File: src/rtl/jtframe_sdram_pkg.sv
// Shared definitions for the read-only SDRAM controller.
//   - command encodings as driven on {ncs, nras, ncas, nwe}
//   - mode-register bit layout and a builder for the init-time mode word
//   - controller state enum
package jtframe_sdram_pkg;

    localparam logic [3:0] CMD_INHIBIT = 4'b1111;
    localparam logic [3:0] CMD_NOP     = 4'b0111;
    localparam logic [3:0] CMD_ACT     = 4'b0011;
    localparam logic [3:0] CMD_READ    = 4'b0101;
    localparam logic [3:0] CMD_REF     = 4'b0001;
    localparam logic [3:0] CMD_PRE     = 4'b0010;
    localparam logic [3:0] CMD_MRS     = 4'b0000;

    localparam int WAIT_W = 14;

    typedef struct packed {
        logic [2:0] reserved;      // A12..A10
        logic       write_single;  // A9: 0 = burst write
        logic [1:0] op_mode;       // A8..A7
        logic [2:0] cas_lat;       // A6..A4
        logic       interleave;    // A3: 0 = sequential
        logic [2:0] burst_len;     // A2..A0: 3'b001 = BL2
    } mode_reg_t;

    typedef enum logic [3:0] {
        ST_INIT_WAIT,
        ST_INIT_PRE,
        ST_INIT_REF1,
        ST_INIT_REF2,
        ST_INIT_MRS,
        ST_IDLE,
        ST_ACT,
        ST_RD,
        ST_CAPTURE,
        ST_REFRESH
    } state_t;

    function automatic logic [12:0] mode_word(input logic [2:0] cas_lat);
        mode_reg_t m;
        m.reserved     = 3'b000;
        m.write_single = 1'b0;
        m.op_mode      = 2'b00;
        m.cas_lat      = cas_lat;
        m.interleave   = 1'b0;
        m.burst_len    = 3'b001;
        return m;
    endfunction

endpackage

File: src/rtl/jtframe_sdram_reftimer.sv
// Saturating refresh interval counter.
//   clk, rst_n : clock, async active-low reset
//   clr        : restart the interval (an AUTO REFRESH is being issued)
//   en         : count only once the SDRAM is initialised
//   due        : interval elapsed; stays high until clr
module jtframe_sdram_reftimer
    import jtframe_sdram_pkg::*;
#(
    parameter logic [9:0] REF_PERIOD = 10'd750
) (
    input  logic clk,
    input  logic rst_n,
    input  logic clr,
    input  logic en,
    output logic due
);

    logic [9:0] cnt;

    // Saturates so a long read streak cannot wrap past the deadline.
    always_ff @(posedge clk or negedge rst_n) begin
        if (!rst_n) begin
            cnt <= '0;
        end else if (clr) begin
            cnt <= '0;
        end else if (en && cnt != REF_PERIOD) begin
            cnt <= cnt + 10'd1;
        end
    end

    assign due = (cnt == REF_PERIOD);

endmodule

File: src/rtl/jtframe_sdram_rdctl.sv
// Read-only SDRAM command sequencer for one x16 bank (bank 0).
// Runs power-up init, periodic/opportunistic AUTO REFRESH and BL2 reads
// that return one 32-bit word per request.
//   clk, rst_n            : clock, async active-low reset
//   sdram_req/addr        : arbiter request (held until ack), word address
//   refresh_en            : opportunistic refresh hint
//   sdram_ack             : one-cycle pulse with the ACTIVE command
//   data_rdy/data_read    : one-cycle pulse with {high, low} burst data
//   init_done             : SDRAM initialised
//   sdram_*               : registered SDRAM pins, sdram_dq read only
//
// state      | meaning
// INIT_WAIT  | NOPs after reset release (power-up settle)
// INIT_PRE   | PRECHARGE ALL then tRP
// INIT_REF1  | first init AUTO REFRESH then tRFC
// INIT_REF2  | second init AUTO REFRESH then tRFC
// INIT_MRS   | LOAD MODE then one NOP
// IDLE       | arbitrate refresh due / request / refresh hint
// ACT        | ACTIVE issued, waiting tRCD
// RD         | READ with auto-precharge, waiting CAS latency
// CAPTURE    | second beat of the burst on the bus
// REFRESH    | AUTO REFRESH issued, waiting tRFC
module jtframe_sdram_rdctl
    import jtframe_sdram_pkg::*;
#(
    parameter int         CL         = 2,
    parameter int         TRCD       = 2,
    parameter int         TRP        = 2,
    parameter int         TRFC       = 7,
    parameter logic [13:0] INIT_WAIT = 14'd9600,
    parameter logic [9:0] REF_PERIOD = 10'd750
) (
    input  logic        clk,
    input  logic        rst_n,
    input  logic        sdram_req,
    input  logic [21:0] sdram_addr,
    input  logic        refresh_en,
    output logic        sdram_ack,
    output logic        data_rdy,
    output logic [31:0] data_read,
    output logic        init_done,
    input  logic [15:0] sdram_dq,
    output logic [12:0] sdram_a,
    output logic [1:0]  sdram_ba,
    output logic        sdram_ncs,
    output logic        sdram_nras,
    output logic        sdram_ncas,
    output logic        sdram_nwe,
    output logic        sdram_dqml,
    output logic        sdram_dqmh,
    output logic        sdram_cke
);

    localparam logic [WAIT_W-1:0] TRP_TC  = WAIT_W'(TRP);
    localparam logic [WAIT_W-1:0] TRFC_TC = WAIT_W'(TRFC);
    localparam logic [WAIT_W-1:0] REF_TC  = WAIT_W'(TRFC - 1);
    localparam logic [WAIT_W-1:0] ACT_TC  = WAIT_W'(TRCD - 1);
    localparam logic [WAIT_W-1:0] RD_TC   = WAIT_W'(CL);
    localparam logic [12:0]       MODE    = mode_word(3'(CL));

    state_t             state, st_nx;
    logic [WAIT_W-1:0]  wait_cnt, cnt_nx;
    logic [3:0]         cmd_q, cmd_nx;
    logic [12:0]        a_nx;
    logic [1:0]         dqm_q, dqm_nx;
    logic               ack_nx, rdy_nx, done_nx;
    logic               ref_clr, ref_due;
    logic               latch_col, latch_low, latch_data;
    logic [7:0]         col_q;
    logic [15:0]        low_q;
    logic               addr_lsb_unused;

    // Word address bit 0 selects a half of the 32-bit pair, which the BL2
    // burst always returns whole.
    assign addr_lsb_unused = sdram_addr[0];

    jtframe_sdram_reftimer #(
        .REF_PERIOD (REF_PERIOD)
    ) u_reftimer (
        .clk   (clk),
        .rst_n (rst_n),
        .clr   (ref_clr),
        .en    (init_done),
        .due   (ref_due)
    );

    always_comb begin
        st_nx      = state;
        cnt_nx     = wait_cnt + 1'b1;
        cmd_nx     = CMD_NOP;
        a_nx       = '0;
        dqm_nx     = dqm_q;
        ack_nx     = 1'b0;
        rdy_nx     = 1'b0;
        done_nx    = init_done;
        ref_clr    = 1'b0;
        latch_col  = 1'b0;
        latch_low  = 1'b0;
        latch_data = 1'b0;
        case (state)
            ST_INIT_WAIT: if (wait_cnt == INIT_WAIT) begin
                st_nx  = ST_INIT_PRE;
                cnt_nx = '0;
                cmd_nx = CMD_PRE;
                a_nx   = 13'h0400;
            end
            ST_INIT_PRE: if (wait_cnt == TRP_TC) begin
                st_nx  = ST_INIT_REF1;
                cnt_nx = '0;
                cmd_nx = CMD_REF;
            end
            ST_INIT_REF1: if (wait_cnt == TRFC_TC) begin
                st_nx  = ST_INIT_REF2;
                cnt_nx = '0;
                cmd_nx = CMD_REF;
            end
            ST_INIT_REF2: if (wait_cnt == TRFC_TC) begin
                st_nx  = ST_INIT_MRS;
                cnt_nx = '0;
                cmd_nx = CMD_MRS;
                a_nx   = MODE;
            end
            // MRS cycle plus one NOP here; the first IDLE cycle is the
            // second NOP, so tMRD is met before any ACTIVE.
            ST_INIT_MRS: if (wait_cnt == WAIT_W'(1)) begin
                st_nx   = ST_IDLE;
                cnt_nx  = '0;
                done_nx = 1'b1;
                dqm_nx  = 2'b00;
            end
            ST_IDLE: begin
                cnt_nx = '0;
                if (ref_due) begin
                    st_nx   = ST_REFRESH;
                    cmd_nx  = CMD_REF;
                    ref_clr = 1'b1;
                end else if (sdram_req) begin
                    st_nx     = ST_ACT;
                    cmd_nx    = CMD_ACT;
                    a_nx      = sdram_addr[21:9];
                    ack_nx    = 1'b1;
                    latch_col = 1'b1;
                end else if (refresh_en) begin
                    st_nx   = ST_REFRESH;
                    cmd_nx  = CMD_REF;
                    ref_clr = 1'b1;
                end
            end
            // The REF cycle counts toward tRFC; IDLE supplies the last NOP.
            ST_REFRESH: if (wait_cnt == REF_TC) begin
                st_nx  = ST_IDLE;
                cnt_nx = '0;
            end
            ST_ACT: if (wait_cnt == ACT_TC) begin
                st_nx  = ST_RD;
                cnt_nx = '0;
                cmd_nx = CMD_READ;
                a_nx   = {2'b00, 1'b1, 1'b0, col_q, 1'b0};
            end
            ST_RD: if (wait_cnt == RD_TC) begin
                st_nx     = ST_CAPTURE;
                cnt_nx    = '0;
                latch_low = 1'b1;
            end
            ST_CAPTURE: begin
                st_nx      = ST_IDLE;
                cnt_nx     = '0;
                latch_data = 1'b1;
                rdy_nx     = 1'b1;
            end
            default: begin
                st_nx  = ST_INIT_WAIT;
                cnt_nx = '0;
            end
        endcase
    end

    always_ff @(posedge clk or negedge rst_n) begin
        if (!rst_n) begin
            state     <= ST_INIT_WAIT;
            wait_cnt  <= '0;
            cmd_q     <= CMD_INHIBIT;
            sdram_a   <= '0;
            dqm_q     <= 2'b11;
            sdram_cke <= 1'b0;
            sdram_ack <= 1'b0;
            data_rdy  <= 1'b0;
            data_read <= '0;
            init_done <= 1'b0;
            col_q     <= '0;
            low_q     <= '0;
        end else begin
            state     <= st_nx;
            wait_cnt  <= cnt_nx;
            cmd_q     <= cmd_nx;
            sdram_a   <= a_nx;
            dqm_q     <= dqm_nx;
            sdram_cke <= 1'b1;
            sdram_ack <= ack_nx;
            data_rdy  <= rdy_nx;
            init_done <= done_nx;
            if (latch_col)  col_q     <= sdram_addr[8:1];
            if (latch_low)  low_q     <= sdram_dq;
            if (latch_data) data_read <= {sdram_dq, low_q};
        end
    end

    assign {sdram_ncs, sdram_nras, sdram_ncas, sdram_nwe} = cmd_q;
    assign {sdram_dqmh, sdram_dqml} = dqm_q;
    assign sdram_ba = 2'b00;

endmodule

File: config.mk
export PLATFORM = sky130hd
export DESIGN_NAME = jtframe_sdram_rdctl
export DESIGN_NICKNAME = d
export VERILOG_FILES = /design/src/rtl/jtframe_sdram_pkg.sv /design/src/rtl/jtframe_sdram_reftimer.sv /design/src/rtl/jtframe_sdram_rdctl.sv
export SDC_FILE = /design/constraint.sdc
export NUM_CORES = 1
export LEC_CHECK = 0
export BUFFER_PORTS_ARGS = -buffer_cell sky130_fd_sc_hd__buf_4
export CORE_UTILIZATION = 49
export DETAILED_ROUTE_END_ITERATION = 10
export PLACE_DENSITY = 0.76
export SLEW_MARGIN = 40
export SYNTH_ARGS = -nofsm -noshare
export SYNTH_HDL_FRONTEND = slang
export SYNTH_SLANG_ARGS = --single-unit
File: constraint.sdc
create_clock -name clk -period 2.7 [get_ports clk]
set_input_delay 0.135 -clock clk [delete_from_list [all_inputs] [get_ports clk]]
set_output_delay 0.135 -clock clk [all_outputs]
set_load 0.02 [all_outputs]
-- After elaboration in Yosys (flattened, before gate mapping)
Cells that the tools add are included.
- $add $sub $neg: 2
- eq/ne operators: 25
- muxes and demuxes: 45
- reduce and logical (&&, ||, !) cells: 8
- operators with widths (operator ; count):
    14-bit two-way mux ; 5
    14-bit case mux with 5 select lines ; 1
    13-bit case mux with 4 select lines ; 1
    4-bit two-way mux ; 11
    4-bit case mux with 10 select lines ; 1
    14-bit by 3-bit == test with 1-bit output, second input constant ; 2
    13-bit two-way mux ; 2
    11-bit two-way mux ; 2
    3-bit two-way mux ; 7
    10-bit two-way mux ; 2
    3-bit case mux with 6 select lines ; 1
    4-bit by 3-bit == test with 1-bit output, second input constant ; 4
    2-bit != test, second input constant ; 8
    14-bit by 1-bit adder with 14-bit output, second input constant ; 1
    14-bit by 1-bit == test with 1-bit output, second input constant ; 1
    14-bit == test, second input constant ; 1
    14-bit by 2-bit == test with 1-bit output, second input constant ; 1
    10-bit by 1-bit adder with 10-bit output, second input constant ; 1
    10-bit == test, second input constant ; 1
    1-bit two-way mux ; 10
    10-bit != test, second input constant ; 1
    9-bit AND reduction ; 1
    4-bit by 2-bit == test with 1-bit output, second input constant ; 2
    4-bit == test, second input constant ; 2
    other kinds (9) ; 11
- flip-flop bits (word level): 107
- output and inout bits: 57

-- Depth between registers and ports, before layout
- depth in word-level cells: 5
- depth in mapped cells: 9
- mapped depth without buffers: 8

-- Modules after synthesis
Synthesis repeated with hierarchy kept, for this count alone.
- cell total of the unflattened synthesis: 387
- area total of the unflattened synthesis: 4780.8 sq um
- modules (own cells, without submodules) (module ; instances ; cells each ; area each (sq um) ; seq. area each (sq um)):
    jtframe_sdram_rdctl ; 1 ; 320 ; 4147.7 ; 2408.6
    jtframe_sdram_reftimer ; 1 ; 67 ; 633.1 ; 250.2

-- Least setup slack after synthesis
OpenSTA, ideal clock, no wires.
- path type: register to register
- from: reg wait_cnt[6]
- to: reg state[1]
- arrival: 2463 ps
- data required time: 2579 ps
- slack: 116 ps
- cell stages (with the launch flop): 7
- path buffers: 0
- cell sequence: dfrtp_1 or4_4 o41ai_2 nor3_1 or4_4 or3_1 a22o_1
- longest elaborated chain between the ends: 3
- elaborated cells on any way between the ends: 14
- those cells by class: eq/ne: 13; reduce/logical: 1
- ends and longest elaborated chain (item ; RTL line ; source):
    start, declared ; jtframe_sdram_rdctl.sv:62 ; logic [WAIT_W-1:0] wait_cnt, cnt_nx;
    start signal, assigned ; jtframe_sdram_rdctl.sv:194 ; wait_cnt <= cnt_nx;
    14-bit by 2-bit == test with 1-bit output, or another cell as far along ; jtframe_sdram_rdctl.sv:107, jtframe_sdram_rdctl.sv:160 ;
    2-bit != test (no line) ; - ;
    9-bit AND reduction (no line) (*) ; - ;
    end signal, assigned ; jtframe_sdram_rdctl.sv:193 ; state <= st_nx;
    end, declared ; jtframe_sdram_rdctl.sv:61 ; state_t state, st_nx;
Mark *: on every way between the ends. The rest lies on a longest branch, timed or not.
A chain may end at the register's enable or synchronous reset.

-- Worst setup path in the final report
- from: reg wait_cnt[10]
- to: reg state[1]
Same word-level chain as after synthesis.

==> flow_summary_export.csv <==
group,metric,value,unit
clock_network,cts_buffers,9,
global_routing,grt_first_pass_wirelength,15500,µm
clock_network,clockBufferDepth,2,
floorplanning,core-area,8810,µm²
pwr,p_total,0.00272,W
synthesis,syn_inst,364,
synthesis,seq_area_frac_synth,58.9,%
critical_path,crit_fanout,3,
synthesis,synthArstFlopShare,100,%
detailed_routing,ant_nets,0,
critical_path,reg2reg_from,"wait_cnt[10]",
critical_path,r2r_cells,6,
sta,min_period_over_period,98.5,%
clock_network,root_buffer,"clkbuf_8",
placement,gp_congestion,0.875,
detailed_routing,vias_per_cell,5.19,
global_routing,first_global_vias,3305,
synthesis,synthFlopType,"dfrtp_1",
job,maxCapViolCount,0,
detailed_routing,drc,10,
pwr,pwr-share-clk,33.8,%
cells_and_area,finalNonFillerCells,624,
critical_path,cp-start-kind,"flip-flop",
detailed_routing,first_iter_violations,126,
critical_path,worstSetupEndpoint,"state[1]",
pwr,peakVddDrop,0.262,mV
detailed_routing,dr.pass1.iters,8,
cells_and_area,final_util,68.8,%
sta,timing.fmax,376,MHz
synthesis,ys_warn_count,0,
floorplanning,dieArea,9590,µm²
critical_path,slowest_stage,"or4_4",
floorplanning,core.rowCount,34,
detailed_routing,routed_wl,9180,µm
critical_path,cp.depth,6,
synthesis,yosysTopAreaCell,"dfrtp_1",
synthesis,synth.area.top_cells,"dfrtp_1 (56%), mux2_2 (14%), nor2_1 (3.0%)",
critical_path,max_stage_delay,590,ps
critical_path,worst-path-buf-inv,0,
critical_path,worstPathCellList,"or4_4, o41ai_4, nor3_1, or4_4, or3_4, a22o_1",
floorplanning,ios,99,
pwr,p_sw_share,23.4,%
sta,finalSetupViolCount,0,
sta,fin_skew,8.11,ps
critical_path,required,2960,ps
global_routing,gr-total-overflow,0,
synthesis,ys_ff_latch,106,
global_routing,grt_use_total,20.6,%
sta,tightest_slew,644,ps
status,status,"finished with violations",
sta,relSlewSlack,56.9,%
cells_and_area,nNetsFinal,559,
floorplanning,start_util,51.2,%
pwr,p_per_area,449,nW/µm²
sta,drv_slew,0,
cells_and_area,multi_input_area,1810,µm²
clock_network,clkSinkCount,106,
synthesis,synth_top_area_share,56.0,%
cells_and_area,seqCellArea,2660,µm²
critical_path,path_common_cell,"or4_4",
critical_path,cp-end-kind,"flip-flop",
synthesis,syn_area,4510,µm²
sta,final.min_clock_period,2660,ps
placement,place.port_buffers,95,
status,violations,"design-rule violations",
pwr,p_leak,2.94,nW
sta,final_hold_viol_count,0,
critical_path,critical_path_class,"flip-flop to flip-flop",
cells_and_area,fillers,628,
global_routing,grt_max_degree,107,
pwr,seq_power_share,60.0,%
clock_network,htreeDepth,3,
cells_and_area,diodes,0,
pwr,p_int,0.00208,W
critical_path,rrSetupSlack,40,ps
synthesis,ys_types,47,
min_path,hp-class,"primary input to flip-flop",
critical_path,cpLargestDelayFamily,"simple AND/OR/NAND/NOR gates",
clock_network,clkTransAtPathRegs,100,ps
synthesis,synth_edf_count,0,
placement,dp_hpwl,6020,µm
cells_and_area,area_delta_synth_final,34.3,%
critical_path,reg2reg_to,"state[1]",
cells_and_area,drive_gt1_share,39.9,%
pwr,p_comb_share,6.3,%
floorplanning,die_x,97.9,µm
placement,place_inst,569,
pwr,switching_power,0.000635,W
clock_network,cts_tree,"built",
critical_path,cp.arrival,2920,ps
detailed_routing,vias,3237,
critical_path,crit_start,"wait_cnt[10]",
synthesis,synth_area_per_cell,12.4,µm²
detailed_routing,routedWlPerCell,14.7,µm
clock_network,clk_latency,370,ps
floorplanning,dieHeight,97.9,µm
sta,fin_setup_tns,0,ps
global_routing,antenna_found_initial,0,
==> placed cells by master, fill, tap and decap left out, drive strengths merged, types with 2 or more instances in the layout <==
cell and instances:
a21o 3, a21oi 4, a22o 8, a31oi 4, and2 5, and3 6, buf 113, clkbuf 10
clkinv 4, clkinvlp 2, conb 4, dfrtp 101, dfstp 5, dlygate4sd3 38, ha 6, inv 6
mux2 57, nand2 23, nand2b 3, nand3 8, nand4 2, nor2 37, nor2b 5, nor3 10
nor4 4, o21ai 4, or3 4, or4 5, xnor2 11, xor2 9
==> synth_stat cells (all sizes together), types with 2 or more instances <==
cell type    n
dfrtp      101
mux2        57
nor2        37
nand2       23
clkbuf      11
xnor2       11
nor3        10
xor2         9
a22o         8
nand3        8
and3         6
buf          6
ha           6
inv          6
and2         5
dfstp        5
nor2b        5
or4          5
a21oi        4
a31oi        4
nor4         4
o21ai        4
or3          4
a21o         3
nand2b       3
conb         2
nand4        2
==> area by class of cell <==
class	count	share of cell area (%)
Tap cell	108	2.23
Multi-Input combinational cell	237	29.8
Timing Repair Buffer	151	20.5
Inverter	6	0.372
Clock inverter	6	0.888
Sequential cell	106	43.9
Clock buffer	10	2.27
==> worst min-delay path, stage by stage <==
cell and delay [ps]:
buf_4 90, nor3_1 50, nand2_1 130, a41oi_1 120
==> per-stage QoR <==
step                setup slack [ps]  hold slack (ps)  area, µm²
floorplan                        116             -161       4520
global placement                63.6              248       5440
detailed placement              57.1              248       5440
CTS                             18.1            0.413       5990
global route                   -10.7              200       6060
finish                          41.4              193       6060
==> metal layers <==
layer | track usage [%] | part of all wire [%]
met3 | 5.51 | 5.5
met2 | 34.0 | 49
met4 | 6.53 | 1.1
met1 | 26.4 | 44
met5 | 0 | 0
==> cell families (layout without fill, tap and decap cells) <==
family | Yosys count | in the layout | synth area share, %
other cells | 2 | 4 | 0.166
xor+xnor | 20 | 20 | 3.88
simple gates | 118 | 118 | 13.5
fa+ha+maj | 6 | 6 | 1.66
mux | 57 | 57 | 14.2
buf+inv | 23 | 173 | 2.25
compound gates | 32 | 32 | 5.41
flops | 106 | 106 | 58.9
==> sequential cells by signal (all words and copies together), names as in the netlist <==
| name | cells |
|---|---|
| data_read | 32 |
| low_q | 16 |
| wait_cnt | 14 |
| sdram_a | 13 |
| u_reftimer.cnt | 10 |
| col_q | 8 |
| cmd_q | 4 |
| state | 4 |
| data_rdy | 1 |
| dqm_q | 1 |
| init_done | 1 |
| sdram_ack | 1 |
| sdram_cke | 1 |
==> power groups by stage <==
stage / Combinational (W) / Sequential (W) / Clock (W)
2_1_floorplan: 0.0000385 / 0.00166 / 0
3_3_place_gp: 0.000126 / 0.00166 / 0
3_5_place_dp: 0.000129 / 0.00166 / 0
4_1_cts: 0.000172 / 0.00163 / 0.000945
5_1_grt: 0.000190 / 0.00163 / 0.00101
6_report: 0.000171 / 0.00163 / 0.000918
==> how the worst min path moves through the flow <==
| stage | start | endpoint | depth (start not counted) | slack, ps |
|---|---|---|---|---|
| 6_report | refresh_en | state[0] | 4 | 190 |
| 5_1_grt | refresh_en | state[0] | 4 | 200 |
| 4_1_cts | sdram_dq[14] | data_read[30] | 2 | 0.4 |
| 3_5_place_dp | rst_n | data_read[4] | 2 | 250 |
| 3_3_place_gp | rst_n | u_reftimer.cnt[6] | 2 | 250 |
| 2_1_floorplan | rst_n | col_q[0] | 0 | -160 |
==> what timing repair did <==
action	4_1_cts	5_1_grt
buffers inserted	0	1
hold endpoints to repair	147	4
setup endpoints to repair	0	2
resized for setup	0	6
hold buffers	36	2
No activity file was read; power rests on OpenSTA's default activity.
